`config.mk`:
```
export PLATFORM = sky130hd
export DESIGN_NAME = fir_tap_window_flat
export DESIGN_NICKNAME = d
export VERILOG_FILES = /design/src/rtl/fir_tap_window_if.sv /design/src/rtl/fir_tap_window.sv /design/src/flat_wrapper.sv
export SDC_FILE = /design/constraint.sdc
export NUM_CORES = 1
export LEC_CHECK = 0
export BUFFER_PORTS_ARGS = -buffer_cell sky130_fd_sc_hd__buf_4
export CORE_MARGIN = 8
export CORE_UTILIZATION = 36
export CTS_CLUSTER_DIAMETER = 80
export DETAILED_ROUTE_END_ITERATION = 10
export SLEW_MARGIN = 20
export SYNTH_ARGS = -nofsm -noshare
export SYNTH_HDL_FRONTEND = slang
export SYNTH_SLANG_ARGS = --single-unit
```
`constraint.sdc`:
```
create_clock -name clk_i -period 22.1 [get_ports clk_i]
set_clock_uncertainty 0.05 [all_clocks]
set_input_delay 4.42 -clock clk_i [delete_from_list [all_inputs] [get_ports clk_i]]
set_output_delay 4.42 -clock clk_i [all_outputs]
set_load 0.02 [all_outputs]
```
`src/rtl/fir_tap_window_if.sv`:
```
// rtl/fir_tap_window_if.sv - sample stream in, tap window and status out for fir_tap_window
interface fir_tap_window_if #(
   parameter int DWIDTH = 15,
   parameter int NTAPS  = 37
);
   localparam int CW = $clog2(NTAPS + 1);

   logic              din_valid;
   logic [DWIDTH-1:0] din;
   logic              flush;
   logic [DWIDTH-1:0] taps [NTAPS];
   logic              en;
   logic [CW-1:0]     fill_cnt;
   logic              full;

   modport master (
      output din_valid, din, flush,
      input  taps, en, fill_cnt, full
   );

   modport slave (
      input  din_valid, din, flush,
      output taps, en, fill_cnt, full
   );
endinterface

```
`src/rtl/fir_tap_window.sv`:
```
// rtl/fir_tap_window.sv - NTAPS-deep sample window with fill tracking and decimated EN strobe
module fir_tap_window #(
   parameter int DWIDTH = 15,
   parameter int NTAPS  = 37,
   parameter int DECIM  = 1
) (
   input  logic             clk_i,
   input  logic             rst_i,
   fir_tap_window_if.slave  bus
);
   localparam int CW = $clog2(NTAPS + 1);
   localparam int PW = (DECIM > 1) ? $clog2(DECIM) : 1;

   // last fill count before the window is complete
   localparam logic [CW-1:0] CNT_LAST = CW'(NTAPS - 1);
   localparam logic [PW-1:0] PH_LAST  = PW'(DECIM - 1);
   // the accept entering RUN already consumed phase 0
   localparam logic [PW-1:0] PH_ENTRY = PW'(1 % DECIM);

   typedef enum logic [1:0] {
      S_EMPTY = 2'd0,
      S_FILL  = 2'd1,
      S_RUN   = 2'd2
   } state_t;

   state_t            state_q,    state_d;
   logic [CW-1:0]     fill_cnt_q, fill_cnt_d;
   logic [PW-1:0]     dphase_q,   dphase_d;
   logic              en_q,       en_d;
   logic [DWIDTH-1:0] taps_q [NTAPS];
   logic [DWIDTH-1:0] taps_d [NTAPS];

   // next-state: flush wins over a same-cycle sample; otherwise shift on accept and advance fill/decimation
   always_comb begin
      state_d    = state_q;
      fill_cnt_d = fill_cnt_q;
      dphase_d   = dphase_q;
      en_d       = 1'b0;
      taps_d     = taps_q;
      if (bus.flush) begin
         state_d    = S_EMPTY;
         fill_cnt_d = '0;
         dphase_d   = '0;
         for (int k = 0; k < NTAPS; k++) begin
            taps_d[k] = '0;
         end
      end else if (bus.din_valid) begin
         taps_d[0] = bus.din;
         for (int k = 1; k < NTAPS; k++) begin
            taps_d[k] = taps_q[k-1];
         end
         unique case (state_q)
            S_EMPTY, S_FILL: begin
               fill_cnt_d = fill_cnt_q + CW'(1);
               if (fill_cnt_q == CNT_LAST) begin
                  state_d  = S_RUN;
                  en_d     = 1'b1;
                  dphase_d = PH_ENTRY;
               end else begin
                  state_d  = S_FILL;
               end
            end
            S_RUN: begin
               en_d     = (dphase_q == '0);
               dphase_d = (dphase_q == PH_LAST) ? '0 : dphase_q + PW'(1);
            end
            default: begin
               state_d = S_EMPTY;
            end
         endcase
      end
   end

   // state register; reset clears the window immediately, independent of the clock
   always_ff @(posedge clk_i or posedge rst_i) begin
      if (rst_i) begin
         state_q    <= S_EMPTY;
         fill_cnt_q <= '0;
         dphase_q   <= '0;
         en_q       <= 1'b0;
         taps_q     <= '{default: '0};
      end else begin
         state_q    <= state_d;
         fill_cnt_q <= fill_cnt_d;
         dphase_q   <= dphase_d;
         en_q       <= en_d;
         taps_q     <= taps_d;
      end
   end

   assign bus.taps     = taps_q;
   assign bus.en       = en_q;
   assign bus.fill_cnt = fill_cnt_q;
   assign bus.full     = (state_q == S_RUN);
endmodule

```
`src/flat_wrapper.sv`:
```
// flat-port wrapper written by rule: the top's interface ports become plain ports
module fir_tap_window_flat 
#(
   parameter int DWIDTH = 15,
   parameter int NTAPS  = 37,
   parameter int DECIM  = 1
)
  (clk_i, rst_i, bus_din_valid, bus_din, bus_flush, bus_taps, bus_en, bus_fill_cnt, bus_full);
  fir_tap_window_if #(.DWIDTH(DWIDTH), .NTAPS(NTAPS)) bus_i ();
  input  logic clk_i;
  input  logic rst_i;
  input wire logic [$bits(bus_i.din_valid)-1:0] bus_din_valid;
  input wire logic [$bits(bus_i.din)-1:0] bus_din;
  input wire logic [$bits(bus_i.flush)-1:0] bus_flush;
  output wire logic [$bits(bus_i.taps)-1:0] bus_taps;
  output wire logic [$bits(bus_i.en)-1:0] bus_en;
  output wire logic [$bits(bus_i.fill_cnt)-1:0] bus_fill_cnt;
  output wire logic [$bits(bus_i.full)-1:0] bus_full;
  assign bus_i.din_valid = bus_din_valid;
  assign bus_i.din = bus_din;
  assign bus_i.flush = bus_flush;
  assign bus_taps = {>>{bus_i.taps}};
  assign bus_en = bus_i.en;
  assign bus_fill_cnt = bus_i.fill_cnt;
  assign bus_full = bus_i.full;
  fir_tap_window #(.DWIDTH(DWIDTH), .NTAPS(NTAPS), .DECIM(DECIM)) u_core (.clk_i(clk_i), .rst_i(rst_i), .bus(bus_i));
endmodule
```
==> metrics.csv <==
metric;value;unit
final worst path period share;35.26;%
GRT Overall Usage;19.04;%
Hold Path Class;reg2reg;
fmax;128.3;MHz
TritonRoute pass-1 iters;5;
largest net degree at the start of global routing;220;
Lkg Pwr;16.27;nW
TritonCTS clock tree;yes;
r2r setup slk;20.53;ns
CP endpoint kind;register;
Synth cell types;20;
Placement Cell Area;0.02757;sq mm
most frequent cells in the layout;buf_4, nor2_1, dfrtp_1, mux2i_1, clkbuf_16;
most common cell after layout, fill and taps aside;buf_4;
Worst-path clk slew;0.06;ns
Worst EP required;22.50;ns
Fin Hold WS;0.4690;ns
crit path launch type;input pin;
GRT overflow;0;
Final Cell Area;0.02966;sq mm
DRT antenna net count;0;
number of global-route vias before repair;16032;
Final Max Slew Viols;0;
Clock Sinks;564;
routed vias/inst;4.779;
status;complete, no violations;
fin crit period;7.793;ns
core footprint;0.06274;sq mm
PwrDens;73.52;mW/mm^2
MaxCap Viol Count;0;
die area;0.07134;sq mm
Starting Density;36.18;%
Post-CTS Hold Fix Bufs;0;
total wire length;70.57;mm
root buffer cell;clkbuf_16;
Ant. Diodes;0;
pre-CTS WS;13.74;ns
IO Count;582;
M1 GR Usage;22.81;%
Routability Congestion;0.8311;
Fin Setup TNS;0;ns
#FFs+latches synth;564;
Die Y;267.1;um
antenna violations before repair;0;
met3 GRT Util;7.454;%
H-tree Lvls;2;
global route hottest layer;met2;
Setup-failing EPs final;0;
Final Power;2.181;mW
synthesized area;0.02270;sq mm
Critical Path Fanout Max;91;
Worst Tran Pin Value;1.091;ns
clk buf depth;3;
post-CTS setup buffer count;0;
first-pass GRT wire length;105.6;mm
sequential fraction of the synthesis area;62.18;%
final hold vios;0;
DR iter-0 viols;1019;
die width;267.1;um
Row Count;92;
routed vias;15614;
Worst-Skew Late Latency;0.61;ns
Max VDD drop;0.00006059;V
RSZ-0062 raised after global routing;no;
Yosys warnings;0;
# fillers;5747;
DR DRC count;0;
WL per Instance;21.60;um
syn nets;1858;
I/O Buffers;581;
layout cells sized above 1;28.75;%
Final nets;2392;
Post-DP HPWL;50.66;mm
Slew HR;27.29;%
worst setup margin;14.31;ns
Cells after Synth;1837;
Synth-to-Final Area Change;30.68;%
post_cts resized;0;
WP data arrival;8.20;ns
grt met2 use;31.12;%
CTS Buf Count;60;
Mapped Avg Cell Area;12.36;sq um
Crit Path Class;in2reg;
## logic make-up after synthesis
family                   after synthesis  share of synthesized area (%)
adder cells (fa/ha/maj)                2                         0.1102
AO/OA/AOI/OAI                          6                         0.1984
multiplexers                         555                          24.48
XOR/XNOR                               5                         0.1929
buffers and inverters                130                          3.252
flip-flops                           564                          62.18
AND/OR/NAND/NOR                      575                          9.587
## where the power goes
group | switching (mW) | internal [mW]
Combinational | 0.0721 | 0.0340
Sequential | 0.00384 | 1.04
Clock | 0.415 | 0.620
Total | 0.491 | 1.69
## layer usage
metal / share of wire (%) / wire length, um
met1: 39 / 27860
met2: 48 / 33820
met3: 9.2 / 6461
met4: 3.4 / 2431
met5: 0 / 0
## synthesized netlist by cell type
cell type | number | area, sq um
clkbuf_1 | 25 | 93.84
mux2i_1 | 555 | 5555
nand4_1 | 2 | 12.51
nor2b_1 | 3 | 18.77
buf_4 | 53 | 397.9
o211a_1 | 1 | 10.01
ha_1 | 2 | 25.02
inv_1 | 4 | 15.01
nand2_1 | 3 | 11.26
nor2_1 | 565 | 2121
o21ai_1 | 1 | 5.000
xnor2_1 | 1 | 8.760
and3_1 | 1 | 6.260
dfrtp_1 | 564 | 14110
o2111ai_2 | 1 | 15.01
a21oi_1 | 3 | 15.01
buf_2 | 41 | 205.2
buf_1 | 7 | 26.28
xor2_1 | 4 | 35.03
nand2b_1 | 1 | 6.260
## per-stage QoR
stage / std cells / util, %
2_1_floorplan: 1837 / -
3_3_place_gp: 3154 / 43.95
3_5_place_dp: 3154 / 43.95
4_1_cts: 3266 / 47.24
5_1_grt: 3267 / 47.28
6_report: 3267 / 47.28
## layout make-up
type,count,area [sq um],share of cell area (%)
Inverter,4,22.52,0.07593
Multi-Input combinational cell,1143,7845,26.45
Timing Repair Buffer,598,4562,15.38
Tap cell,846,1059,3.569
Clock inverter,20,255.2,0.8605
Clock buffer,92,1804,6.083
Sequential cell,564,14110,47.58
## critical path: stages
cell	delay [ns]
buf_8	0.60
buf_4	0.86
buf_4	0.83
buf_4	0.95
mux2i_1	0.29
nor2_1	0.06
## worst paths after layout
check                                          from                     end  cells past startpoint
worst min register to register  u_core.bus.taps[14]     u_core.bus.taps[14]                      2
max in group asynchronous                     rst_i    u_core.bus.taps[141]                      4
min in group asynchronous                     rst_i      u_core.bus.taps[0]                      2
worst min-delay path            u_core.bus.taps[14]     u_core.bus.taps[14]                      2
worst max register to register    u_core.state_q[1]  u_core.bus.fill_cnt[4]                      4
worst max-delay path                  bus_din_valid    u_core.bus.taps[477]                      6
## registers in the layout, indices dropped and copies added, names as in the netlist
register	cells
u_core.bus.en	1
u_core.bus.taps	555
u_core.state_q	2
u_core.bus.fill_cnt	6
No activity file was read; power rests on OpenSTA's default activity.
